===== src/rtl/vga_timing_gen.sv =====
// VGA raster timing generator with a pixel-rate enable, registered sync/video outputs
// and a small set of test patterns selected per frame.
module vga_timing_gen #(
    parameter int H_ACTIVE = 640,
    parameter int H_FP     = 16,
    parameter int H_SYNC   = 96,
    parameter int H_BP     = 48,
    parameter int V_ACTIVE = 480,
    parameter int V_FP     = 10,
    parameter int V_SYNC   = 2,
    parameter int V_BP     = 33,
    parameter bit HS_POL   = 1'b0,
    parameter bit VS_POL   = 1'b0,
    parameter int CLK_DIV  = 4
) (
    input  logic       clk,
    input  logic       rst_n,
    input  logic [2:0] mode,
    input  logic       mode_valid,
    output logic       hsync,
    output logic       vsync,
    output logic [2:0] red,
    output logic [2:0] green,
    output logic [1:0] blue,
    output logic       video_on,
    output logic [9:0] x,
    output logic [9:0] y,
    output logic       pix_en,
    output logic       frame_tick
);

    localparam int H_TOTAL = H_ACTIVE + H_FP + H_SYNC + H_BP;
    localparam int V_TOTAL = V_ACTIVE + V_FP + V_SYNC + V_BP;
    localparam int DIV_W   = (CLK_DIV > 2) ? $clog2(CLK_DIV) : 1;
    localparam logic [DIV_W-1:0] DIV_LAST = DIV_W'(CLK_DIV - 1);

    if (H_TOTAL > 1024 || V_TOTAL > 1024 || CLK_DIV < 2) begin : g_bad_params
        $error("vga_timing_gen: illegal timing parameters");
    end

    logic [DIV_W-1:0] div_cnt;
    logic [9:0]       h_cnt;
    logic [9:0]       v_cnt;
    logic [2:0]       pending_mode;
    logic [2:0]       active_mode;
    logic             h_last;
    logic             v_last;
    logic             in_hs;
    logic             in_vs;
    logic             vis;
    logic [12:0]      x_times8;
    logic [2:0]       bar_idx;
    logic [2:0]       pat_r;
    logic [2:0]       pat_g;
    logic [1:0]       pat_b;

    assign h_last   = (h_cnt == 10'(H_TOTAL - 1));
    assign v_last   = (v_cnt == 10'(V_TOTAL - 1));
    assign in_hs    = (h_cnt >= 10'(H_ACTIVE + H_FP)) && (h_cnt <= 10'(H_ACTIVE + H_FP + H_SYNC - 1));
    assign in_vs    = (v_cnt >= 10'(V_ACTIVE + V_FP)) && (v_cnt <= 10'(V_ACTIVE + V_FP + V_SYNC - 1));
    assign vis      = (h_cnt < 10'(H_ACTIVE)) && (v_cnt < 10'(V_ACTIVE));
    assign x_times8 = {h_cnt, 3'b000};
    assign bar_idx  = 3'(x_times8 / 13'(H_ACTIVE));

    // Pixel enable is registered so it is a clean one-clock pulse on the CLK_DIV-th edge.
    always_ff @(posedge clk or negedge rst_n) begin
        if (!rst_n) begin
            div_cnt <= '0;
            pix_en  <= 1'b0;
        end else begin
            pix_en  <= (div_cnt == DIV_LAST);
            div_cnt <= (div_cnt == DIV_LAST) ? '0 : div_cnt + 1'b1;
        end
    end

    always_ff @(posedge clk or negedge rst_n) begin
        if (!rst_n) begin
            h_cnt <= '0;
            v_cnt <= '0;
        end else if (pix_en) begin
            h_cnt <= h_last ? '0 : h_cnt + 10'd1;
            if (h_last) begin
                v_cnt <= v_last ? '0 : v_cnt + 10'd1;
            end
        end
    end

    // A strobe on the boundary pix_en lands in pending_mode after active_mode samples it.
    always_ff @(posedge clk or negedge rst_n) begin
        if (!rst_n) begin
            pending_mode <= '0;
            active_mode  <= '0;
            frame_tick   <= 1'b0;
        end else begin
            frame_tick <= pix_en && h_last && v_last;
            if (mode_valid) begin
                pending_mode <= mode;
            end
            if (pix_en && h_last && v_last) begin
                active_mode <= pending_mode;
            end
        end
    end

    always_comb begin
        pat_r = '0;
        pat_g = '0;
        pat_b = '0;
        unique case (active_mode)
            3'd0: ;
            3'd1: pat_r = 3'd7;
            3'd2: pat_g = 3'd7;
            3'd3: pat_b = 2'd3;
            3'd4: begin
                pat_r = {3{bar_idx[2]}};
                pat_g = {3{bar_idx[1]}};
                pat_b = {2{bar_idx[0]}};
            end
            3'd5: begin
                if (h_cnt[5] ^ v_cnt[5]) begin
                    pat_r = 3'd7;
                    pat_g = 3'd7;
                    pat_b = 2'd3;
                end
            end
            3'd6: begin
                pat_r = h_cnt[9:7];
                pat_g = h_cnt[9:7];
                pat_b = h_cnt[9:8];
            end
            3'd7: begin
                if (h_cnt == 10'd0 || h_cnt == 10'(H_ACTIVE - 1) ||
                    v_cnt == 10'd0 || v_cnt == 10'(V_ACTIVE - 1)) begin
                    pat_r = 3'd7;
                    pat_g = 3'd7;
                    pat_b = 2'd3;
                end
            end
            default: ;
        endcase
    end

    always_ff @(posedge clk or negedge rst_n) begin
        if (!rst_n) begin
            hsync    <= ~HS_POL;
            vsync    <= ~VS_POL;
            video_on <= 1'b0;
            x        <= '0;
            y        <= '0;
            red      <= '0;
            green    <= '0;
            blue     <= '0;
        end else if (pix_en) begin
            hsync    <= in_hs ? HS_POL : ~HS_POL;
            vsync    <= in_vs ? VS_POL : ~VS_POL;
            video_on <= vis;
            x        <= h_cnt;
            y        <= v_cnt;
            red      <= vis ? pat_r : 3'd0;
            green    <= vis ? pat_g : 3'd0;
            blue     <= vis ? pat_b : 2'd0;
        end
    end

endmodule


===== config.mk =====
export PLATFORM = sky130hd
export DESIGN_NAME = vga_timing_gen
export DESIGN_NICKNAME = d
export VERILOG_FILES = /design/src/rtl/vga_timing_gen.sv
export SDC_FILE = /design/constraint.sdc
export NUM_CORES = 1
export LEC_CHECK = 0
export ABC_CLOCK_PERIOD_IN_PS = 4200
export BUFFER_PORTS_ARGS = -buffer_cell sky130_fd_sc_hd__buf_2
export CORE_MARGIN = 2
export CORE_UTILIZATION = 35
export CTS_BUF_LIST = sky130_fd_sc_hd__clkbuf_2 sky130_fd_sc_hd__clkbuf_4 sky130_fd_sc_hd__clkbuf_8
export CTS_CLUSTER_DIAMETER = 200
export DETAILED_ROUTE_END_ITERATION = 7
export PLACE_DENSITY_LB_ADDON = 0.1
export SYNTH_ARGS = -nofsm -noshare
export SYNTH_HDL_FRONTEND = slang
export SYNTH_SLANG_ARGS = --single-unit
export TNS_END_PERCENT = 5

===== constraint.sdc =====
create_clock -name clk -period 4.2 [get_ports clk]
set_clock_uncertainty 0.1 [all_clocks]
set_input_delay 0.42 -clock clk [delete_from_list [all_inputs] [get_ports clk]]
set_output_delay 0.42 -clock clk [all_outputs]
set_load 0.02 [all_outputs]

Word level (Yosys, flattened, before mapping)
Index checks and enable logic that the tools add are counted.
{"block": "totals", "input_bits": 6, "output_inout_bits": 33, "ff_bits": 61, "word_cells": 64}
{"block": "op_classes", "order_cmp": 6, "muxes": 15, "n_div": 1, "add_sub_neg": 3, "n_reduce_logical": 11, "eq_ne": 12, "bitwise": 1}
{"cell": "equality test 10 bit, second input constant", "count": 3}
{"cell": "case mux 3 bit (5 select lines)", "count": 2}
{"cell": "adder 10 x 1 -> 10 bit, second input constant", "count": 2}
{"cell": "logical NOT 10 bit", "count": 2}
{"cell": "two-way mux 10 bit", "count": 2}
{"cell": "divider 13 x 10 -> 13 bit, second input constant", "count": 1}
{"cell": "equality test 3 bit, second input constant", "count": 4}
{"cell": "two-way mux 3 bit", "count": 4}
{"cell": "equality test 10 x 9 -> 1 bit, second input constant", "count": 1}
{"cell": "greater-or-equal comparator 10 bit, second input constant", "count": 1}
{"cell": "greater-or-equal comparator 10 x 9 -> 1 bit, second input constant", "count": 1}
{"cell": "<= comparator 10 bit, second input constant", "count": 1}
{"cell": "<= comparator 10 x 9 -> 1 bit, second input constant", "count": 1}
{"cell": "less-than comparator 10 bit, second input constant", "count": 1}
{"cell": "less-than comparator 10 x 9 -> 1 bit, second input constant", "count": 1}
{"cell": "case mux 2 bit (5 select lines)", "count": 1}
{"cell": "two-way mux 2 bit", "count": 4}
{"cell": "equality test 3 x 2 -> 1 bit, second input constant", "count": 2}
{"cell": "logical AND 1 bit", "count": 5}
{"cell": "equality test 3 x 1 -> 1 bit, second input constant", "count": 1}
{"cell": "logical OR 1 bit", "count": 3}
{"cell": "adder 2 x 1 -> 2 bit, second input constant", "count": 1}
{"cell": "equality test 2 bit, second input constant", "count": 1}
{"cell": "two-way mux 1 bit", "count": 2}
{"cell": "2 further kinds", "count": 2}

Longest topological paths before layout
Gate-level depths: netlist (run 1).
{"block": "logic_depth", "depth_word": 7, "mapped_depth": 12, "depth_no_buf": 11}

Worst setup path after synthesis (run 1)
No wires, ideal clock.
{"block": "synth_timing", "path_type": "reg2reg", "from": "reg h_cnt[0]", "to": "reg blue[1]", "stages_incl_launch_ff": 13, "required_ns": 4.034, "setup_time_ns": 0.066, "arrival_time_ns": 3.234, "path_slack_ns": 0.800, "synth_period_minus_slack_ns": 3.400, "n_path_buf": 1, "cell_sequence": "dfrtp_1 > clkbuf_1 > inv_1 > ha_1 > nor3b_1 > and4_1 > mux2_2 > a21oi_2 > o2111a_1 > or3_1 > or4_1 > a31oi_1 > a221o_1"}
{"block": "synth_via", "elab_chain_cells": 7, "word_cells_on_any_way": 11, "classes_between": "div (1); order compare (1); eq/ne (1); mux (3); reduce/logical (5)"}
{"item": "start: declaration", "line_no": "42", "rtl": "logic [9:0] h_cnt;"}
{"item": "start signal: assignment", "line_no": "81", "rtl": "h_cnt <= h_last ? '0 : h_cnt + 10'd1;"}
{"item": "branches (longest 6 deep; another with divider 13 x 10 -> 13 bit)"}
{"item": "two-way mux 2 bit (*)", "line_no": "161", "rtl": "blue <= vis ? pat_b : 2'd0;"}
{"item": "end signal: assignment", "line_no": "161"}
{"item": "end: declaration", "line_no": "24", "rtl": "output logic [1:0] blue,"}
Every way passes the cells marked *.
A chain may end at the register's enable or synchronous reset.

Worst setup path after layout (run 1)
Same ends and word-level chain as after synthesis.

==> results of run 1 <==
[path summary, 6_finish.rpt]
path                            start  slack [ps]  cells past startpoint               to
setup / recovery             h_cnt[0]         460                     11          blue[1]
hold / removal                  rst_n          -1                      1         v_cnt[0]
setup reg to reg             h_cnt[0]         460                     11          blue[1]
hold reg to reg            div_cnt[0]         330                      1       div_cnt[0]
max in group asynchronous       rst_n        3090                      2            vsync
min in group clk              mode[1]         200                      2  pending_mode[1]
[per-layer routing]
layer,vias to the layer above,part of all wire (%)
li1,1309,-
met2,55,47
met4,0,1.5
met5,-,0
met3,8,3.8
met1,1338,48
[registers in the layout (all words and copies together) (netlist names), 2 cells and up]
| register | count |
|---|---|
| active_mode | 3 |
| blue | 2 |
| div_cnt | 2 |
| green | 3 |
| h_cnt | 10 |
| pending_mode | 3 |
| red | 3 |
| v_cnt | 10 |
| x | 10 |
| y | 10 |
[report_power, final]
part           internal (mW)  switching (mW)  leakage [nW]
clock                  0.234           0.257        0.0893
combinational        0.00478          0.0128         0.877
sequential             0.590         0.00159         0.803
[cell families (layout without fill, tap and decap cells)]
logic type | count (synthesis) | in the layout | synth area share [%]
buffers and inverters | 32 | 74 | 3.80
adder cells (fa/ha/maj) | 8 | 8 | 2.88
flip-flops | 61 | 61 | 45.1
XOR/XNOR | 17 | 17 | 4.95
AO/OA/AOI/OAI | 70 | 70 | 14.7
multiplexers | 30 | 30 | 9.94
AND/OR/NAND/NOR | 120 | 120 | 18.5
[cells in the final DEF (no fill, tap or decap), types with 3 or more instances in the layout]
| cell | Yosys | layout |
|---|---|---|
| a31oi_1 | 4 | 4 |
| nand2b_1 | 3 | 3 |
| buf_4 | 0 | 10 |
| o2111a_1 | 3 | 3 |
| or4_1 | 3 | 3 |
| buf_2 | 1 | 38 |
| a21o_1 | 4 | 4 |
| nor3b_1 | 4 | 4 |
| inv_1 | 9 | 9 |
| mux2_2 | 29 | 29 |
| nor2_1 | 31 | 31 |
| xnor2_1 | 9 | 9 |
| nand4_1 | 6 | 6 |
| ha_1 | 7 | 7 |
| a21oi_1 | 11 | 11 |
| a221o_1 | 3 | 3 |
| nor2b_1 | 5 | 5 |
| nor3_1 | 10 | 10 |
| nand2_1 | 26 | 26 |
| xor2_1 | 7 | 7 |
| dfrtp_1 | 59 | 59 |
| clkbuf_8 | 0 | 10 |
| o21ai_0 | 18 | 18 |
| nand3_1 | 7 | 7 |
| nor4b_1 | 4 | 4 |
| o2bb2ai_1 | 3 | 3 |
| and3_1 | 5 | 5 |
| o21a_1 | 4 | 4 |
[synth_stat cells, drive strengths merged, types with 2 or more instances]
cell type / n
dfrtp: 59
nor2: 31
mux2: 29
nand2: 26
o21ai: 18
clkbuf: 17
a21oi: 12
nor3: 10
xnor2: 10
inv: 9
ha: 7
nand3: 7
xor2: 7
nand4: 6
and3: 5
buf: 5
nor2b: 5
a21o: 4
a31oi: 4
nor3b: 4
nor4b: 4
o21a: 4
or4: 4
a221o: 3
and2: 3
nand2b: 3
o2111a: 3
o2bb2ai: 3
a211o: 2
a211oi: 2
a22o: 2
dfstp: 2
nand4b: 2
nor4: 2
o211ai: 2
o31ai: 2
o32a: 2
o41ai: 2
or3: 2
or3b: 2
[final cells by class]
type / instances / area, sq um
Clock buffer: 10 / 138
Clock inverter: 6 / 46.3
Fill cell: 923 / 5420
Inverter: 10 / 37.5
Multi-Input combinational cell: 245 / 1730
Sequential cell: 61 / 1530
Tap cell: 129 / 161
Timing Repair Buffer: 48 / 265
[per-stage QoR]
stage | setup WS (ps) | total power, mW | util (%) | cells | instance area [sq um]
finish | 461 | 1.10 | 41.9 | 509 | 3910
detailed placement | 502 | 0.622 | 39.9 | 493 | 3720
global placement | 625 | 0.621 | 39.9 | 493 | 3720
floorplan | 800 | 0.605 | - | 338 | 3390
global route | 52.5 | 1.15 | 41.9 | 509 | 3910
CTS | 468 | 1.12 | 41.9 | 509 | 3910
==> out/qor.yml, run 1 <==
status: "complete, but fails checks"
failed_checks: "negative hold slack"
die-width_microns: 102
clk_pin_slew_ps: 80
track_usage_pct: 17.4
row_count: 35
area_growth_pct: 15.3
slowest_stage: "or4_1"
cp-start-kind: "flop"
maxSlewViolCount: 0
first_pass_iters: 6
synth_nets: 351
layout-drive-gt1-share_pct: 26.8
rsz0062_at_grt: "no"
dp_hpwl_mm: 5.81
max-clock-path-buffers: 2
crit_family: "simple AND/OR/NAND/NOR gates"
endpoint_kind: "flop"
path_cells: "inv_1 -> ha_1 -> nor3b_1 -> and4_1 -> mux2_2 -> a21oi_2 -> o2111a_1 -> or3_1 -> or4_1 -> a31oi_1 -> a221o_1"
critical_path.max_stage_delay_ps: 540
core_area_sq_um: 9330
relSlewSlack_pct: 55.8
grt.overflow.total: 0
grt.busiest_layer: "met2"
grt_first_pass_wirelength_mm: 13.9
power_density_nw_per_um2: 282
cap_violations: 0
fin_crit_ps: 3740
yosys.area.top_type: "dfrtp_1"
antenna_found_initial: 0
grt_pass1_vias: 2651
ys.flop_type: "dfrtp_1"
port_buffers: 38
yosysWarnings: 0
place_congestion: 0.838
cp.required_ps: 4380
critPathKind: "reg2reg"
drc: 0
viasPerCell: 5.32
critPathMaxFanout: 8
clk_latency_ps: 350
ys_async_sr_fraction_pct: 100
nets: 388
cts_tree: "yes"
cts_setup_buffers: 0
ys_types: 59
start_util_pct: 36.3
path_buf_inv: 1
ys_ff_latch: 61
setup_violations: 0
finalSetupTns_ps: 0
synthesis.area_per_instance_sq_um: 10.0
diodes: 0
cts_resized: 0
min_period_over_period_pct: 89.0
synth_edf_count: 0
dieArea_sq_um: 10500
numCtsBuffers: 9
ir_worst_vdd_v: 0.000204
grt.met2_usage_pct: 27.2
clock_sinks: 61
netlist_area_sq_um: 3390
root_buffer: "clkbuf_8"
fmax_mhz: 267
drtIter0Drc: 103
synth_area_leaders: "dfrtp_1 (44%), mux2_2 (9.6%), nor2_1 (3.4%)"
wl_per_cell_microns: 16.5
routed_wl_mm: 8.39
critPathArrivalTime_ps: 3920
vias: 2710
final-hold-violation-count: 5
grtUsageMet1_pct: 23.6
grt_max_degree: 33
hold_class: "in2async"
ctsHoldBuffers: 0
synth_seq_area_share_pct: 45.1
netlist_instances: 338
io_pins: 39
synth_top_area_share_pct: 43.6
cts_max_level: 3
p_leak_nw: 1.77
worstMarginPinSlew_ps: 664
final_antenna_net_count: 0
met3_usage_pct: 4.17
whs_ps: -1.30
chipHeight_microns: 102
(Power assumes the default switching activity.)
==> run 2: changes to the inputs <==
Settings changed: CAP_MARGIN set to 20, HOLD_SLACK_MARGIN set to 0.08.
==> run 2 against run 1 <==
Compared with the run above: the flow now finishes without violations; die area unchanged; routed wire length unchanged; power about the same; hold slack better by 200 ps; fmax down 0.17%; cell count up 0.20%; first-iteration DRC count up 9.7%; cell area up 0.26%; combinational power up 4%; sequential share of layout area down 0.10 points; critical endpoint unchanged; setup slack worse by 6.5 ps.
==> out/qor.yml, run 2 (same netlist as run 1, synthesis figures left out) <==
first_pass_iters: 6  # unchanged
dieArea_sq_um: 10500  # unchanged
reg2reg_depth: 11  # unchanged
critical_path.max_stage_delay_ps: 540  # about the same
numCtsBuffers: 9  # unchanged
place_congestion: 0.838  # unchanged
ctsHoldBuffers: 1  # was 0
root_buffer: "clkbuf_8"  # unchanged
endpoint_kind: "flop"  # unchanged
hold_class: "in2reg"  # was in2async
final_antenna_net_count: 0  # unchanged
switching_share_pct: 24.7  # about the same
area_growth_pct: 15.6  # was 15.3%
pre_cts_ws_ps: 502  # unchanged
row_count: 35  # unchanged
min_period_over_period_pct: 89.2  # was 89.0%
clock_sinks: 61  # unchanged
fmax_mhz: 267  # about the same
whs_ps: 203  # was -1.30 ps
cap_violations: 0  # unchanged
worstMarginPinSlew_ps: 664  # about the same
final-hold-violation-count: 0  # was 5
start_util_pct: 36.3  # unchanged
worst_slack_ps: 455  # was 461 ps
cts_setup_buffers: 0  # unchanged
met3_usage_pct: 4.17  # unchanged
layout-drive-gt1-share_pct: 26.8  # about the same
relSlewSlack_pct: 55.7  # was 55.8%
io_pins: 39  # unchanged
finalSetupTns_ps: 0  # unchanged
p_comb_share_pct: 1.7  # was 1.6%
drc: 0  # unchanged
switchingPower_mw: 0.272  # about the same
dp_hpwl_mm: 5.81  # unchanged
intPower_mw: 0.829  # about the same
grt.busiest_layer: "met2"  # unchanged
track_usage_pct: 17.4  # about the same
grt_pass1_vias: 2657  # was 2651
drtIter0Drc: 113  # was 103
critPathMaxFanout: 8  # unchanged
sequentialPowerShare_pct: 53.7  # was 53.8%
vias: 2720  # was 2710
nets: 389  # was 388
viasPerCell: 5.33  # was 5.32
chipHeight_microns: 102  # unchanged
diodes: 0  # unchanged
grt_first_pass_wirelength_mm: 13.9  # about the same
p_leak_nw: 1.77  # about the same
die-width_microns: 102  # unchanged
port_buffers: 38  # unchanged
grt.met2_usage_pct: 27.2  # about the same
cp-start-kind: "flop"  # unchanged
grt.overflow.total: 0  # unchanged
cts_tree: "yes"  # unchanged
final_cell_mix: "dfrtp_1 (59), buf_2 (38), nor2_1 (31)"  # unchanged
grtUsageMet1_pct: 23.6  # unchanged
cp.required_ps: 4380  # about the same
grt_max_degree: 33  # unchanged
ff2ff_setup_slack_ps: 450  # was 460 ps
final_common_cell: "dfrtp_1"  # unchanged
max-clock-path-buffers: 2  # unchanged
critPathKind: "reg2reg"  # unchanged
slowest_stage: "or4_1"  # unchanged
power_density_nw_per_um2: 281  # was 282 nW/um^2
setup_violations: 0  # unchanged
cts_resized: 0  # unchanged
core_area_sq_um: 9330  # unchanged
hold_depth: 2
ir_worst_vdd_v: 0.000204  # unchanged
clk_pin_slew_ps: 80  # about the same
antenna_found_initial: 0  # unchanged
rsz0062_at_grt: "no"  # unchanged
power_frac_clock_pct: 44.6  # about the same
clk_latency_ps: 350  # about the same
maxSlewViolCount: 0  # unchanged
status: "finished, final reports clean"  # was complete, but fails checks
fin_crit_ps: 3750  # was 3740 ps
wl_per_cell_microns: 16.5  # about the same
critPathArrivalTime_ps: 3930  # was 3920 ps
path_cells: "inv_1 -> ha_1 -> nor3b_1 -> and4_1 -> mux2_2 -> a21oi_2 -> o2111a_1 -> or3_1 -> or4_1 -> a31oi_1 -> a221o_1"  # unchanged
cts_max_level: 3  # unchanged
routed_wl_mm: 8.39  # unchanged
[run 2: cell types whose count changed in the layout (fill, tap and decap cells not counted)]
cell	previous run	this run
dlygate4sd3_1	0	1
[run 2: worst paths after layout]
path,startpoint,to
setup / recovery,h_cnt[0],blue[1]
hold / removal,mode[1],pending_mode[1]
setup reg to reg,h_cnt[0],blue[1]
hold reg to reg,div_cnt[0],div_cnt[0]
max in group asynchronous,rst_n,vsync
min in group asynchronous,rst_n,v_cnt[0]
[run 2: power groups by stage]
stage / Clock [mW] / Sequential [mW] / Combinational [mW]
after floorplan: 0 / 0.602 / 0.00306
after global placement: 0 / 0.603 / 0.0184
after detailed placement: 0 / 0.603 / 0.0186
after CTS: 0.506 / 0.591 / 0.0194
after global routing: 0.536 / 0.591 / 0.0215
final: 0.491 / 0.592 / 0.0182
[run 2: critical path: cells and delay by family, from the launching register on]
family,cells,cell delay (ps)
simple gates,4,1760
buf+inv,1,130
mux,1,260
compound gates,4,690
fa+ha+maj,1,250
flops,1,490
[run 2: area by class of cell]
type	count	area [sq um]
fill	923	5410
multi-input combinational	245	1730
sequential	61	1530
timing repair buffer	49	275
tap	129	161
clock buffer	10	138
clock inverter	6	46.3
inverter	10	37.5
[run 2: through the flow]
stage | power, mW | instance area, sq um | std cells | utilization (%)
after detailed placement | 0.622 | 3720 | 493 | 39.9
after floorplan | 0.605 | 3390 | 338 | -
after global routing | 1.15 | 3920 | 510 | 42.0
final | 1.10 | 3920 | 510 | 42.0
after CTS | 1.12 | 3920 | 510 | 42.0
after global placement | 0.621 | 3720 | 493 | 39.9
[run 2: metal layers]
metal / up-vias / wire, microns
met1: 1351 / 4010
met5: - / 0
met3: 8 / 309
met2: 53 / 3940
met4: 0 / 128
li1: 1308 / -
